--- src/rtl/layer_output_collector.sv ---
// layer_output_collector: buffers final-layer neuron outputs, tracks the signed argmax, offers registered readback
// Ports: start/expected_n arm a run; in_valid/in_data/in_ready stream outputs in;
// rd_addr/rd_data read the buffer one cycle later; busy/done/err/count/class_idx/class_val report status.
module layer_output_collector #(
  parameter int DATA_W = 16,
  parameter int MAX_N  = 32,
  parameter int IDX_W  = 6
) (
  input  logic              clk,
  input  logic              rst_n,
  input  logic              start,
  input  logic [IDX_W-1:0]  expected_n,
  input  logic              in_valid,
  input  logic [DATA_W-1:0] in_data,
  output logic              in_ready,
  input  logic [IDX_W-1:0]  rd_addr,
  output logic [DATA_W-1:0] rd_data,
  output logic              busy,
  output logic              done,
  output logic [IDX_W-1:0]  class_idx,
  output logic [DATA_W-1:0] class_val,
  output logic [IDX_W-1:0]  count,
  output logic              err
);
  localparam int AW = (MAX_N > 1) ? $clog2(MAX_N) : 1;
  typedef enum logic [1:0] {IDLE, COLLECT, DONE} state_t;
  state_t state_q, state_d;
  logic [IDX_W-1:0] exp_q, exp_d, count_q, count_d, idx_q, idx_d;
  logic [DATA_W-1:0] val_q, val_d, rd_q;
  logic err_q, err_d, first_q, first_d;
  logic [DATA_W-1:0] buf_q [MAX_N];
  logic armable, n_ok, xfer, take;
  assign armable = start && state_q != COLLECT;
  assign n_ok = expected_n != '0 && expected_n <= IDX_W'(MAX_N);
  assign xfer = in_valid && state_q == COLLECT;
  // first_q forces the first sample in; strict compare keeps the lower index on ties
  assign take = first_q || $signed(in_data) > $signed(val_q);
  always_comb begin
    state_d = state_q;
    exp_d = exp_q;
    count_d = count_q;
    idx_d = idx_q;
    val_d = val_q;
    err_d = err_q;
    first_d = first_q;
    if (armable && n_ok) begin
      state_d = COLLECT;
      exp_d = expected_n;
      count_d = '0;
      idx_d = '0;
      val_d = '0;
      err_d = 1'b0;
      first_d = 1'b1;
    end else if (armable) begin
      state_d = IDLE;
      err_d = 1'b1;
    end else if (xfer) begin
      count_d = count_q + IDX_W'(1);
      first_d = 1'b0;
      idx_d = take ? count_q : idx_q;
      val_d = take ? in_data : val_q;
      state_d = (count_q == exp_q - IDX_W'(1)) ? DONE : COLLECT;
    end else if (in_valid) begin
      err_d = 1'b1;
    end
  end
  always_ff @(posedge clk) begin
    if (!rst_n) begin
      state_q <= IDLE;
      exp_q <= '0;
      count_q <= '0;
      idx_q <= '0;
      val_q <= '0;
      err_q <= 1'b0;
      first_q <= 1'b0;
      rd_q <= '0;
    end else begin
      state_q <= state_d;
      exp_q <= exp_d;
      count_q <= count_d;
      idx_q <= idx_d;
      val_q <= val_d;
      err_q <= err_d;
      first_q <= first_d;
      // count_q gates stale entries, so same-cycle writes read back as the old (zero) value
      rd_q <= (rd_addr < count_q) ? buf_q[rd_addr[AW-1:0]] : '0;
    end
  end
  always_ff @(posedge clk) begin
    if (xfer) buf_q[count_q[AW-1:0]] <= in_data;
  end
  assign in_ready = state_q == COLLECT;
  assign busy = state_q == COLLECT;
  assign done = state_q == DONE;
  assign count = count_q;
  assign class_idx = idx_q;
  assign class_val = val_q;
  assign err = err_q;
  assign rd_data = rd_q;
endmodule

--- config.mk ---
export PLATFORM = sky130hd
export DESIGN_NAME = layer_output_collector
export DESIGN_NICKNAME = d
export VERILOG_FILES = /design/src/rtl/layer_output_collector.sv
export SDC_FILE = /design/constraint.sdc
export NUM_CORES = 1
export LEC_CHECK = 0
export ABC_AREA = 0
export CAP_MARGIN = 30
export CORE_MARGIN = 4
export CORE_UTILIZATION = 60
export DETAILED_ROUTE_END_ITERATION = 12
export PLACE_DENSITY = 0.87
export SLEW_MARGIN = 20
export SYNTH_ARGS = -nofsm -noshare
export SYNTH_HDL_FRONTEND = slang
export SYNTH_SLANG_ARGS = --single-unit
--- constraint.sdc ---
create_clock -name clk -period 4.2 [get_ports clk]
set_input_delay 0.42 -clock clk [delete_from_list [all_inputs] [get_ports clk]]
set_output_delay 0.42 -clock clk [all_outputs]
set_load 0.02 [all_outputs]
==> results.toml, run 1 <==
[detailed_routing]
drt_pass1_iterations = 5
wl_per_cell_um = 30.9
viasPerCell = 6.87
finalWirelength_um = 57000
vias = 12700
ant_nets = 0
drc_errors = 0
first_iter_violations = 2349

[logic_synthesis]
synth-seq-cells = 566
yosys.area.top_type = "edfxtp_1"
synth_edf_count = 512
synth-main-ff-cell = "edfxtp_1"
synth.top_cell.area_share_pct = 68.9
ys_warn_count = 0
yosysUniqueCellTypes = 45
avgSynthCellArea_sq_um = 18.5
syn-num-nets = 1265
yosys-top-cells-area = "edfxtp_1, mux4_2, dfxtp_1, a22oi_1, ha_1"
ys_seq_area_share_pct = 73.7
syn_inst = 1207
synthArstFlopShare_pct = 0
synth_area_sq_um = 22300

[setup_path]
cp-end-kind = "register"
arrival_ns = 3.67
path_max_fanout = 12
criticalPathCategory = "reg -> reg"
path_common_cell = "a31oi_1"
cp_slowest_cell = "or4_4"
crit_chain = "inv_1 > ha_1 > nand3_1 > or4_4 > a21o_1 > a21oi_2 > buf_4 > a31oi_1 > a31oi_1"
startpoint_type = "register"
cp.required_ns = 4.71
cpPeakStageDelay_ns = 0.58

[sta]
fmax_mhz = 316
fin_tns_setup_ns = 0
skew_ns = 0.0260
slew-limit-headroom_pct = 42.3
period_share_pct = 75.4
finalHoldViolations = 0
layout_setup_ws_ns = 1.03
whs_ns = 0.465
rsz0062_at_grt = "no"
slew_violations = 0
min_period_ns = 3.17
tightestPinTransition_ns = 0.863
setup_viol = 0

[layout]
final_cells = 1845
utilization_pct = 69.9
layout_commonest_cell = "edfxtp_1"
nets = 1389
antenna_cells = 0
fill_cells = 2085
mostFrequentLayoutCells = "edfxtp_1, mux4_2, nor2_1, clkdlybuf4s50_1, a22oi_1"
multiInputGateArea_sq_um = 5450
ff_latch_area_sq_um = 16500
syn2layout_area_growth_pct = 15.0
drive_above_1_share_pct = 20.6

[clocking]
cts_buffers = 54
clk_pin_slew_worst_paths_ns = 0.07
cts_tree = "built"
h-tree-depth = 2
clockBufferDepth = 3
clockRootBuffer = "clkbuf_16"
clk_latency_ns = 0.59
post_cts_buffers = 0
cts_hold_buf = 0
clkSinkCount = 566
cts_resized = 0

[floorplan]
die_y_um = 201
coreArea_sq_um = 36700
rows = 70
initial_core_util_pct = 60.8
die_w_um = 201
io_pins = 80
die_area_sq_um = 40400

[power]
p_leak_uw = 0.00817
peakVddDrop_mv = 0.302
power_density_nw_per_um2 = 457

[outcome]
status = "completed"

[placed_design]
dpl.hpwl_um = 32400
place.gp.congestion = 0.886
io_buffers = 79
placedCellCount = 1743
place_ws_ns = 0.802

[global_route]
grt_pass1_vias = 12800
grt_pass1_wl_um = 85300
grt_max_degree = 65
antenna_found_initial = 1
grt_usage_pct = 28.4
gr-total-overflow = 0

[hold_path]
hold_path.class = "reg -> reg"

[job]
cap_violations = 0
-- cells in the mapped netlist (all sizes together) (2+ instances only) --
| library cell | n |
|---|---|
| a22oi | 64 |
| nor2 | 79 |
| edfxtp | 512 |
| mux4 | 128 |
| nor2b | 11 |
| xnor2 | 7 |
| xor2 | 7 |
| clkbuf | 39 |
| nand4 | 4 |
| nor3 | 2 |
| a21oi | 43 |
| dfxtp | 54 |
| nand2 | 30 |
| or4 | 3 |
| ha | 26 |
| nand3 | 35 |
| buf | 33 |
| o21ai | 25 |
| a31oi | 45 |
| mux2i | 6 |
| nand2b | 2 |
| a21o | 4 |
| and2 | 9 |
| inv | 28 |
-- final timing paths --
check / startpoint / end / slack [ns] / depth (start not counted)
max: class_val[7] / class_idx[4] / 1.03 / 9
min reg2reg: err / err / 0.46 / 2
min: err / err / 0.46 / 2
max reg2reg: class_val[7] / class_idx[4] / 1.03 / 9
-- critical path, delay by kind of cell, from the launching register on --
family | cells | cell delay [ns]
and+or+nand+nor | 2 | 0.80
buffers and inverters | 2 | 0.46
DFF | 1 | 0.41
AOI/OAI and AO/OA | 4 | 1.01
adders and majority gates | 1 | 0.41
-- where the power goes --
part           total (uW)  switching, uW  internal [uW]
combinational         684            430            254
clock                4870           2090           2780
sequential           6170           16.0           6150
-- sequential cells by signal (all words and copies together), names as in the netlist --
| name | flops |
|---|---|
| buf_q | 512 |
| class_val | 16 |
| rd_data | 16 |
| class_idx | 6 |
| count | 6 |
| exp_q | 6 |
| state_q | 2 |
| err | 1 |
| first_q | 1 |
-- final cells by class --
class / count / share of cell area (%)
sequential: 566 / 64.1
clock inverter: 33 / 1.21
tap: 468 / 2.28
multi-input combinational: 541 / 21.2
inverter: 28 / 0.410
timing repair buffer: 140 / 5.02
clock buffer: 69 / 5.72
-- logic make-up (layout without fill, tap and decap cells) --
family / Yosys count / count (layout) / synth area share [%]
DFF: 566 / 566 / 73.7
muxes: 134 / 134 / 13.2
adders and majority gates: 26 / 26 / 1.46
buffers and inverters: 100 / 270 / 1.97
xor gates and xnor gates: 14 / 14 / 0.549
and+or+nand+nor: 181 / 181 / 3.85
AOI/OAI and AO/OA: 186 / 186 / 5.29
-- metal layers --
metal	wire length [um]	global-route usage, %
met1	20200	40.3
met2	27600	44.6
met3	7080	6.91
met4	2220	9.39
met5	8	0
-- stage by stage --
step | power [uW] | area (sq um)
2_1_floorplan | 6650 | 22300
3_3_place_gp | 6920 | 23900
3_5_place_dp | 6950 | 23900
4_1_cts | 11800 | 25700
5_1_grt | 12100 | 25700
6_report | 11700 | 25700
No activity file was read; power rests on OpenSTA's default activity.
==> run 2: changes to the inputs <==
clock period = 3.05 ns   (was 4.2 ns; I/O delays follow)
==> run 2 against run 1 <==
  * Largest power group unchanged
  * Clock-buffer cell count is 1 higher
  * Final cell count is 0.65% higher
  * Critical path depth is 1 lower
  * Non-clock buffer count up 16
  * Highest routed layer is now met4
  * Clock power increased by 32%
  * First-iteration DRC count fell by 19%
  * Clock skew is 0.012 ns lower
  * Critical endpoint is now class_val[12]
  * Wire length up 0.46%
  * Combinational power up 40%
  * Via count increased by 1.0%
  * Sequential power rose by 38%
  * Sequential share of layout area decreased by 0.18 points
==> results.toml, run 2 (synthesis gave the netlist of run 1 again) <==
[outcome]
status = "completed"

[power]
power_density_nw_per_um2 = 617
power_uw = 15900
peakVddDrop_mv = 0.419
p_leak_uw = 0.00824

[sta]
fmax_mhz = 368
period_share_pct = 89.1
skew_ns = 0.0143
min_period_ns = 2.72
tightestPinTransition_ns = 0.860
finalHoldViolations = 0
slew-limit-headroom_pct = 42.5
setup_viol = 0
rsz0062_at_grt = "no"
slew_violations = 0
layout_setup_ws_ns = 0.333

[placed_design]
dpl_cell_area_sq_um = 24100
place_ws_ns = -0.0786
dpl.hpwl_um = 33000
place.gp.congestion = 0.820
io_buffers = 79

[clocking]
cts_hold_buf = 0
clkSinkCount = 566
post_cts_buffers = 0
cts_resized = 0
clockRootBuffer = "clkbuf_16"
clockBufferDepth = 3
h-tree-depth = 2
clk_pin_slew_worst_paths_ns = 0.06
clk_latency_ns = 0.59
cts_buffers = 53
cts_tree = "built"

[layout]
mostFrequentLayoutCells = "edfxtp_1, mux4_2, nor2_1, clkdlybuf4s50_1, buf_4"
syn2layout_area_growth_pct = 15.3
stdcell_area_sq_um = 25700
drive_above_1_share_pct = 21.0
utilization_pct = 70.1
largest_reg_flops = 512
layout_commonest_cell = "edfxtp_1"
nets = 1404

[global_route]
gr-total-overflow = 0
antenna_found_initial = 0
grt_max_degree = 62
grt_usage_pct = 28.3
grt_pass1_vias = 13000
grt_pass1_wl_um = 85200

[setup_path]
crit_family = "simple AND/OR/NAND/NOR gates"
criticalPathCategory = "reg -> reg"
cp_slowest_cell = "or4_4"
cp-end-kind = "register"
cpPeakStageDelay_ns = 0.59
crit_chain = "inv_1 > ha_1 > nand3_2 > or4_4 > nor3_4 > o311a_2 > o21ai_0 > a31oi_1"
cp.required_ns = 3.55
startpoint_type = "register"
path_max_fanout = 22
path_buf_inv = 1
arrival_ns = 3.21

[floorplan]
initial_core_util_pct = 60.8
rows = 70
die_w_um = 201
io_pins = 80
die_y_um = 201
die_area_sq_um = 40400
coreArea_sq_um = 36700

[detailed_routing]
vias = 12800
drc_errors = 0
wl_per_cell_um = 30.9
ant_nets = 0
viasPerCell = 6.90
first_iter_violations = 1894
finalWirelength_um = 57300
drt_pass1_iterations = 7

[hold_path]
hold_path.class = "in -> reg"

[job]
cap_violations = 0
==> run 2: cell count changes in the layout (fill, tap and decap cells not counted), moves of 2 or more <==
cell,delta
clkbuf_8,-6
clkbuf_1,+6
buf_12,+5
clkinv_1,-3
clkinvlp_4,-4
buf_4,+11
clkinv_2,+6
inv_6,-2
==> run 2: cell type report <==
cell class / count / area [sq um]
fillers: 2084 / 11000
repair buffers: 156 / 1470
clock buffers: 70 / 1430
multi-input cells: 541 / 5450
inverters: 28 / 105
clock inverters: 27 / 234
well taps: 468 / 586
diodes: 1 / 2.50
flip-flops and latches: 566 / 16500
==> run 2: per-stage QoR <==
stage / cells / TNS, ns / hold WS [ns]
2_1_floorplan: 1207 / 0 / 0.404
3_3_place_gp: 1759 / -1.53 / 0.439
3_5_place_dp: 1759 / -0.924 / 0.446
4_1_cts: 1856 / 0 / 0.365
5_1_grt: 1856 / 0 / 0.382
6_report: 1857 / 0 / 0.379
==> run 2: layer usage <==
layer | up-vias | GRT usage, % | wire length [um] | part of all wire [%]
li1 | 5165 | - | - | -
met1 | 6390 | 39.1 | 19600 | 34
met2 | 1099 | 45.7 | 27900 | 49
met3 | 161 | 6.35 | 7610 | 13
met4 | 0 | 9.78 | 2120 | 3.7
met5 | - | 0 | 0 | 0
==> run 2: worst paths after layout <==
path                       from            end  slack [ns]  cells past startpoint
hold / removal    expected_n[1]       exp_q[1]        0.38                      3
hold reg to reg             err            err        0.46                      2
setup / recovery  class_val[13]  class_val[12]        0.33                      8
setup reg to reg  class_val[13]  class_val[12]        0.33                      8
==> run 2: power breakdown <==
group,leakage (uW),internal [uW],switching [uW]
Sequential,0.00504,8470,21.7
Clock,0.000815,3640,2780
Combinational,0.00238,365,592
==> run 2: tightest hold or removal path: stages <==
cell             delay (ns)
clkdlybuf4s50_1        0.42
mux2i_1                0.13
nor2b_1                0.05
